--- src/rtl/ysyx_bus_arbiter_pkg.sv ---
// ============================================================================
// Module      : ysyx_bus_arbiter_pkg
// Description : Shared encodings for the IFU/LSU bus arbiter (FSM, owner, strobes)
// Revision    : 1.0 - initial release
// ============================================================================
`default_nettype none

package ysyx_bus_arbiter_pkg;

    typedef enum logic [1:0] {
        ST_IDLE = 2'd0,
        ST_REQ  = 2'd1,
        ST_RESP = 2'd2
    } state_e;

    typedef enum logic {
        OWNER_IFU = 1'b0,
        OWNER_LSU = 1'b1
    } owner_e;

    localparam logic [7:0] IFU_STRB   = 8'h0f;
    localparam logic [1:0] STARVE_MAX = 2'd3;

    // Saturating increment of the IFU starvation counter
    function automatic logic [1:0] starve_inc(input logic [1:0] cnt);
        return (cnt == STARVE_MAX) ? STARVE_MAX : cnt + 2'd1;
    endfunction

endpackage

`default_nettype wire

--- src/rtl/ysyx_bus_arbiter.sv ---
// ============================================================================
// Module      : ysyx_bus_arbiter
// Description : Two-requester (IFU/LSU) arbiter onto one shared memory bus
// Revision    : 1.0 - initial release
// ============================================================================
`default_nettype none

module ysyx_bus_arbiter
    import ysyx_bus_arbiter_pkg::*;
#(
    parameter int ADDR_W = 32,
    parameter int DATA_W = 32
) (
    input  logic              clk,
    input  logic              rst,
    input  logic [ADDR_W-1:0] ifu_araddr,
    input  logic              ifu_arvalid,
    output logic [DATA_W-1:0] ifu_rdata,
    output logic              ifu_rvalid,
    input  logic [ADDR_W-1:0] lsu_addr,
    input  logic              lsu_arvalid,
    input  logic              lsu_awvalid,
    input  logic [7:0]        lsu_rstrb,
    input  logic [7:0]        lsu_wstrb,
    input  logic [DATA_W-1:0] lsu_wdata,
    output logic [DATA_W-1:0] lsu_rdata,
    output logic              lsu_rvalid,
    output logic              lsu_wready,
    output logic [ADDR_W-1:0] mem_addr,
    output logic              mem_valid,
    output logic              mem_we,
    output logic [7:0]        mem_strb,
    output logic [DATA_W-1:0] mem_wdata,
    input  logic              mem_ready,
    input  logic [DATA_W-1:0] mem_rdata,
    input  logic              mem_rvalid
);

    state_e            state_q,  state_d;
    owner_e            owner_q,  owner_d;
    logic [1:0]        starve_q, starve_d;
    logic              we_q,     we_d;
    logic [ADDR_W-1:0] addr_q,   addr_d;
    logic [7:0]        strb_q,   strb_d;
    logic [DATA_W-1:0] wdata_q,  wdata_d;

    logic w_ifu_forced;
    logic w_grant_st;
    logic w_grant_ld;
    logic w_grant_ifu;
    logic w_resp;

    // Starvation guard overrides the normal store > load > fetch order
    assign w_ifu_forced = (starve_q == STARVE_MAX) && ifu_arvalid;
    assign w_grant_st   = !w_ifu_forced && lsu_awvalid;
    assign w_grant_ld   = !w_ifu_forced && !lsu_awvalid && lsu_arvalid;
    assign w_grant_ifu  = w_ifu_forced || (!lsu_awvalid && !lsu_arvalid && ifu_arvalid);

    always_comb begin
        state_d  = state_q;
        owner_d  = owner_q;
        starve_d = starve_q;
        we_d     = we_q;
        addr_d   = addr_q;
        strb_d   = strb_q;
        wdata_d  = wdata_q;
        case (state_q)
            ST_IDLE: begin
                if (w_grant_ifu) begin
                    state_d  = ST_REQ;
                    owner_d  = OWNER_IFU;
                    starve_d = 2'd0;
                    we_d     = 1'b0;
                    addr_d   = ifu_araddr;
                    strb_d   = IFU_STRB;
                    wdata_d  = '0;
                end else if (w_grant_st || w_grant_ld) begin
                    state_d  = ST_REQ;
                    owner_d  = OWNER_LSU;
                    starve_d = ifu_arvalid ? starve_inc(starve_q) : 2'd0;
                    we_d     = w_grant_st;
                    addr_d   = lsu_addr;
                    strb_d   = w_grant_st ? lsu_wstrb : lsu_rstrb;
                    wdata_d  = w_grant_st ? lsu_wdata : '0;
                end
            end
            ST_REQ: begin
                if (mem_ready) begin
                    state_d = ST_RESP;
                end
            end
            ST_RESP: begin
                if (mem_rvalid) begin
                    state_d = ST_IDLE;
                end
            end
            default: state_d = ST_IDLE;
        endcase
    end

    always_ff @(posedge clk) begin
        if (rst) begin
            state_q  <= ST_IDLE;
            owner_q  <= OWNER_IFU;
            starve_q <= 2'd0;
            we_q     <= 1'b0;
            addr_q   <= '0;
            strb_q   <= '0;
            wdata_q  <= '0;
        end else begin
            state_q  <= state_d;
            owner_q  <= owner_d;
            starve_q <= starve_d;
            we_q     <= we_d;
            addr_q   <= addr_d;
            strb_q   <= strb_d;
            wdata_q  <= wdata_d;
        end
    end

    assign mem_valid = (state_q == ST_REQ);
    assign mem_addr  = addr_q;
    assign mem_we    = we_q;
    assign mem_strb  = strb_q;
    assign mem_wdata = wdata_q;

    // Response pulses follow mem_rvalid combinationally, only while awaiting it
    assign w_resp     = (state_q == ST_RESP) && mem_rvalid;
    assign ifu_rvalid = w_resp && (owner_q == OWNER_IFU);
    assign lsu_rvalid = w_resp && (owner_q == OWNER_LSU) && !we_q;
    assign lsu_wready = w_resp && (owner_q == OWNER_LSU) && we_q;
    assign ifu_rdata  = mem_rdata;
    assign lsu_rdata  = mem_rdata;

endmodule

`default_nettype wire

--- config.mk ---
export PLATFORM = sky130hd
export DESIGN_NAME = ysyx_bus_arbiter
export DESIGN_NICKNAME = d
export VERILOG_FILES = /design/src/rtl/ysyx_bus_arbiter_pkg.sv /design/src/rtl/ysyx_bus_arbiter.sv
export SDC_FILE = /design/constraint.sdc
export NUM_CORES = 1
export LEC_CHECK = 0
export ABC_CLOCK_PERIOD_IN_PS = 1600
export BUFFER_PORTS_ARGS = -buffer_cell sky130_fd_sc_hd__buf_4
export CAP_MARGIN = 20
export CELL_PAD_IN_SITES_DETAIL_PLACEMENT = 2
export CELL_PAD_IN_SITES_GLOBAL_PLACEMENT = 2
export CORE_AREA = 5 5 145 147
export CTS_BUF_LIST = sky130_fd_sc_hd__clkbuf_8
export CTS_CLUSTER_SIZE = 25
export DETAILED_ROUTE_END_ITERATION = 6
export DIE_AREA = 0 0 150 152
export PLACE_DENSITY_LB_ADDON = 0.3
export SETUP_SLACK_MARGIN = 0.4
export SLEW_MARGIN = 20
export SYNTH_ARGS = -nofsm -noshare
export SYNTH_HDL_FRONTEND = slang
export SYNTH_SLANG_ARGS = --single-unit
--- constraint.sdc ---
create_clock -name clk -period 1.6 [get_ports clk]
set_input_delay 0.16 -clock clk [delete_from_list [all_inputs] [get_ports clk]]
set_output_delay 0.16 -clock clk [all_outputs]
set_load 0.05 [all_outputs]
==> flow_metrics.env <==
export IMPL_status="completed"
export IMPL_tns_ns=0
export IMPL_hold_buffers=0
export IMPL_skew_ns=0.0128
export IMPL_grt_total_usage=0.182
export IMPL_crit_path_end_kind="register"
export IMPL_hp_class="in -> reg"
export IMPL_grt_max_degree=41
export IMPL_syn_num_nets=641
export IMPL_ys_top_cells_by_area="dfxtp_1 (39%), buf_4 (13%), a21oi_1 (9.5%)"
export IMPL_synth_flop_cell="dfxtp_1"
export IMPL_htreeDepth=3
export IMPL_p_leak_nw=2.79
export IMPL_report_final_slew_viol_count=0
export IMPL_final_common_cell="buf_4"
export IMPL_totalWireLength_mm=21.8
export IMPL_coreArea_um2=19800
export IMPL_synth_area_per_cell_um2=8.19
export IMPL_nets=796
export IMPL_clkPwrFrac=0.224
export IMPL_pwr_share_seq=0.330
export IMPL_ys_seq_area_frac=0.389
export IMPL_drtIter0Drc=164
export IMPL_initial_utilization=0.203
export IMPL_num_io_pins=292
export IMPL_critPathRequiredTime_ns=1.87
export IMPL_synth_cell_types=32
export IMPL_p_sw_frac=0.382
export IMPL_rsz0062_at_grt="true"
export IMPL_place_ws_ns=0.126
export IMPL_cp_start_kind="register"
export IMPL_gr_total_overflow=0
export IMPL_routedWlPerCell_um=23.7
export IMPL_async_flop_share=0
export IMPL_fillers=2200
export IMPL_p_sw_mw=2.64
export IMPL_cts_max_path_buffers=2
export IMPL_cellPowerDensity_nw_per_um2=990
export IMPL_vias=4566
export IMPL_antenna_found_initial=0
export IMPL_vias_per_cell=4.96
export IMPL_setup_viol=0
export IMPL_placed_cells=855
export IMPL_synth_edff_count=0
export IMPL_clk_latency_ns=0.37
export IMPL_clockRootBuffer="clkbuf_8"
export IMPL_path_max_fanout=10
export IMPL_worstMarginPinSlew_ns=0.618
export IMPL_layout_setup_ws_ns=0.0629
export IMPL_drc=0
export IMPL_clk_pin_slew_ns=0.10
export IMPL_diodes=0
export IMPL_layout_cells_most_common_list="buf_4 (202), dfxtp_1 (72), o21ai_0 (49), a21oi_2 (40)"
export IMPL_peakVddDrop_mv=0.305
export IMPL_cts_tree="built"
export IMPL_dr_pass1_iters=4
export IMPL_p_total_mw=6.92
export IMPL_gp_congestion=0.725
export IMPL_instances_no_fill=920
export IMPL_die_x_um=150
export IMPL_synth_cells=490
export IMPL_seq_area_um2=1570
export IMPL_criticalPathCategory="reg -> reg"
export IMPL_grt_pass1_wl_mm=32.0
export IMPL_synth_top_area_cell="dfxtp_1"
export IMPL_hold_violations=0
export IMPL_place_hpwl_mm=12.4
export IMPL_cp_arrival_ns=1.80
export IMPL_fin_crit_sh=0.961
export IMPL_synth_seq_cells=78
export IMPL_grt_pass1_vias=5168
export IMPL_post_route_min_period_ns=1.54
export IMPL_postRouteAntennaNets=0
export IMPL_comb_power_share=0.446
export IMPL_syn_cell_area_um2=4010
export IMPL_maxCapViolations=0
export IMPL_layout_drive_gt1_share=0.578
export IMPL_clock_fmax_mhz=651
export IMPL_cts_made_buffers=9
export IMPL_p_int_mw=4.28
export IMPL_io_buffers=195
export IMPL_area_growth_pct=74.3
export IMPL_die_area_um2=22800
export IMPL_fp_dieH_um=152
export IMPL_yosysWarnings=0
export IMPL_hold_ws_ns=0.0570
export IMPL_multi_input_area_um2=2100
export IMPL_clock_sinks=78
export IMPL_synth_top_area_frac=0.389
export IMPL_relSlewSlack=0.588
export IMPL_num_rows=52
registers in the layout, summed over array words and instances (netlist names):
| signal | cells |
|---|---|
| state_q | 2 |
| starve_q | 2 |
| mem_wdata | 32 |
| mem_strb | 8 |
| owner_q | 1 |
| mem_we | 1 |
| mem_addr | 32 |
logic make-up after synthesis:
| family | after synthesis | synth area share |
|---|---|---|
| buffers and inverters | 121 | 0.184 |
| flip-flops | 78 | 0.389 |
| AND/OR/NAND/NOR | 95 | 0.134 |
| AO/OA/AOI/OAI | 192 | 0.281 |
| multiplexers | 4 | 0.0112 |
metal layers:
layer	up-vias	track usage	wire (µm)
li1	2083	-	-
met1	2293	0.231	9480
met2	138	0.308	10800
met3	52	0.0295	990
met4	0	0.0658	530
met5	-	0	0
synthesized netlist by cell type (3+ instances only):
cell type  count
a21oi_1       76
a311oi_1      37
and3_1         3
buf_2         15
buf_4         67
clkbuf_1      34
dfxtp_1       78
mux2_2         4
nand2_1        6
nand3_1       35
nand4_1       36
nor2_1         4
o21ai_0       70
o21ai_1        4
worst max-delay path, cell delays in order (launching register included):
cell     delay, ns
dfxtp_4       0.36
or2_4         0.27
buf_6         0.12
buf_12        0.15
buf_16        0.15
o21ai_0       0.30
a21oi_2       0.10
timing repair:
action,in CTS,in global routing
hold endpoints to repair,0,0
cloned,19,5
resized for setup,78,47
setup buffers,20,5
setup endpoints to repair,81,82
pin swaps,72,22
power by group through the flow:
stage	Sequential (mW)	Clock, mW	Combinational, mW
after global routing	2.31	1.68	3.23
final	2.28	1.55	3.09
after floorplan	2.90	0	1.10
after global placement	2.31	0	2.00
after detailed placement	2.31	0	2.04
after CTS	2.27	1.60	2.87
metrics by stage:
| step | area (µm²) | utilization |
|---|---|---|
| floorplan | 4210 | - |
| global route | 6990 | 0.354 |
| finish | 6990 | 0.354 |
| global placement | 5490 | 0.278 |
| detailed placement | 5490 | 0.278 |
| CTS | 6660 | 0.337 |
worst paths after layout:
path,from,end,slack [ns],cells past startpoint
setup / recovery,state_q[0],mem_wdata[15],0.06,6
hold / removal,lsu_wdata[20],mem_wdata[20],0.06,3
setup reg to reg,state_q[0],mem_wdata[15],0.06,6
hold reg to reg,mem_wdata[5],mem_wdata[5],0.47,2
layout make-up:
type,count,area share
clock buffers,9,0.0177
clock inverters,7,0.00966
inverters,2,0.00107
multi-input cells,291,0.301
flip-flops and latches,78,0.225
well taps,270,0.0483
repair buffers,263,0.397
No activity file was read; power rests on OpenSTA's default activity.
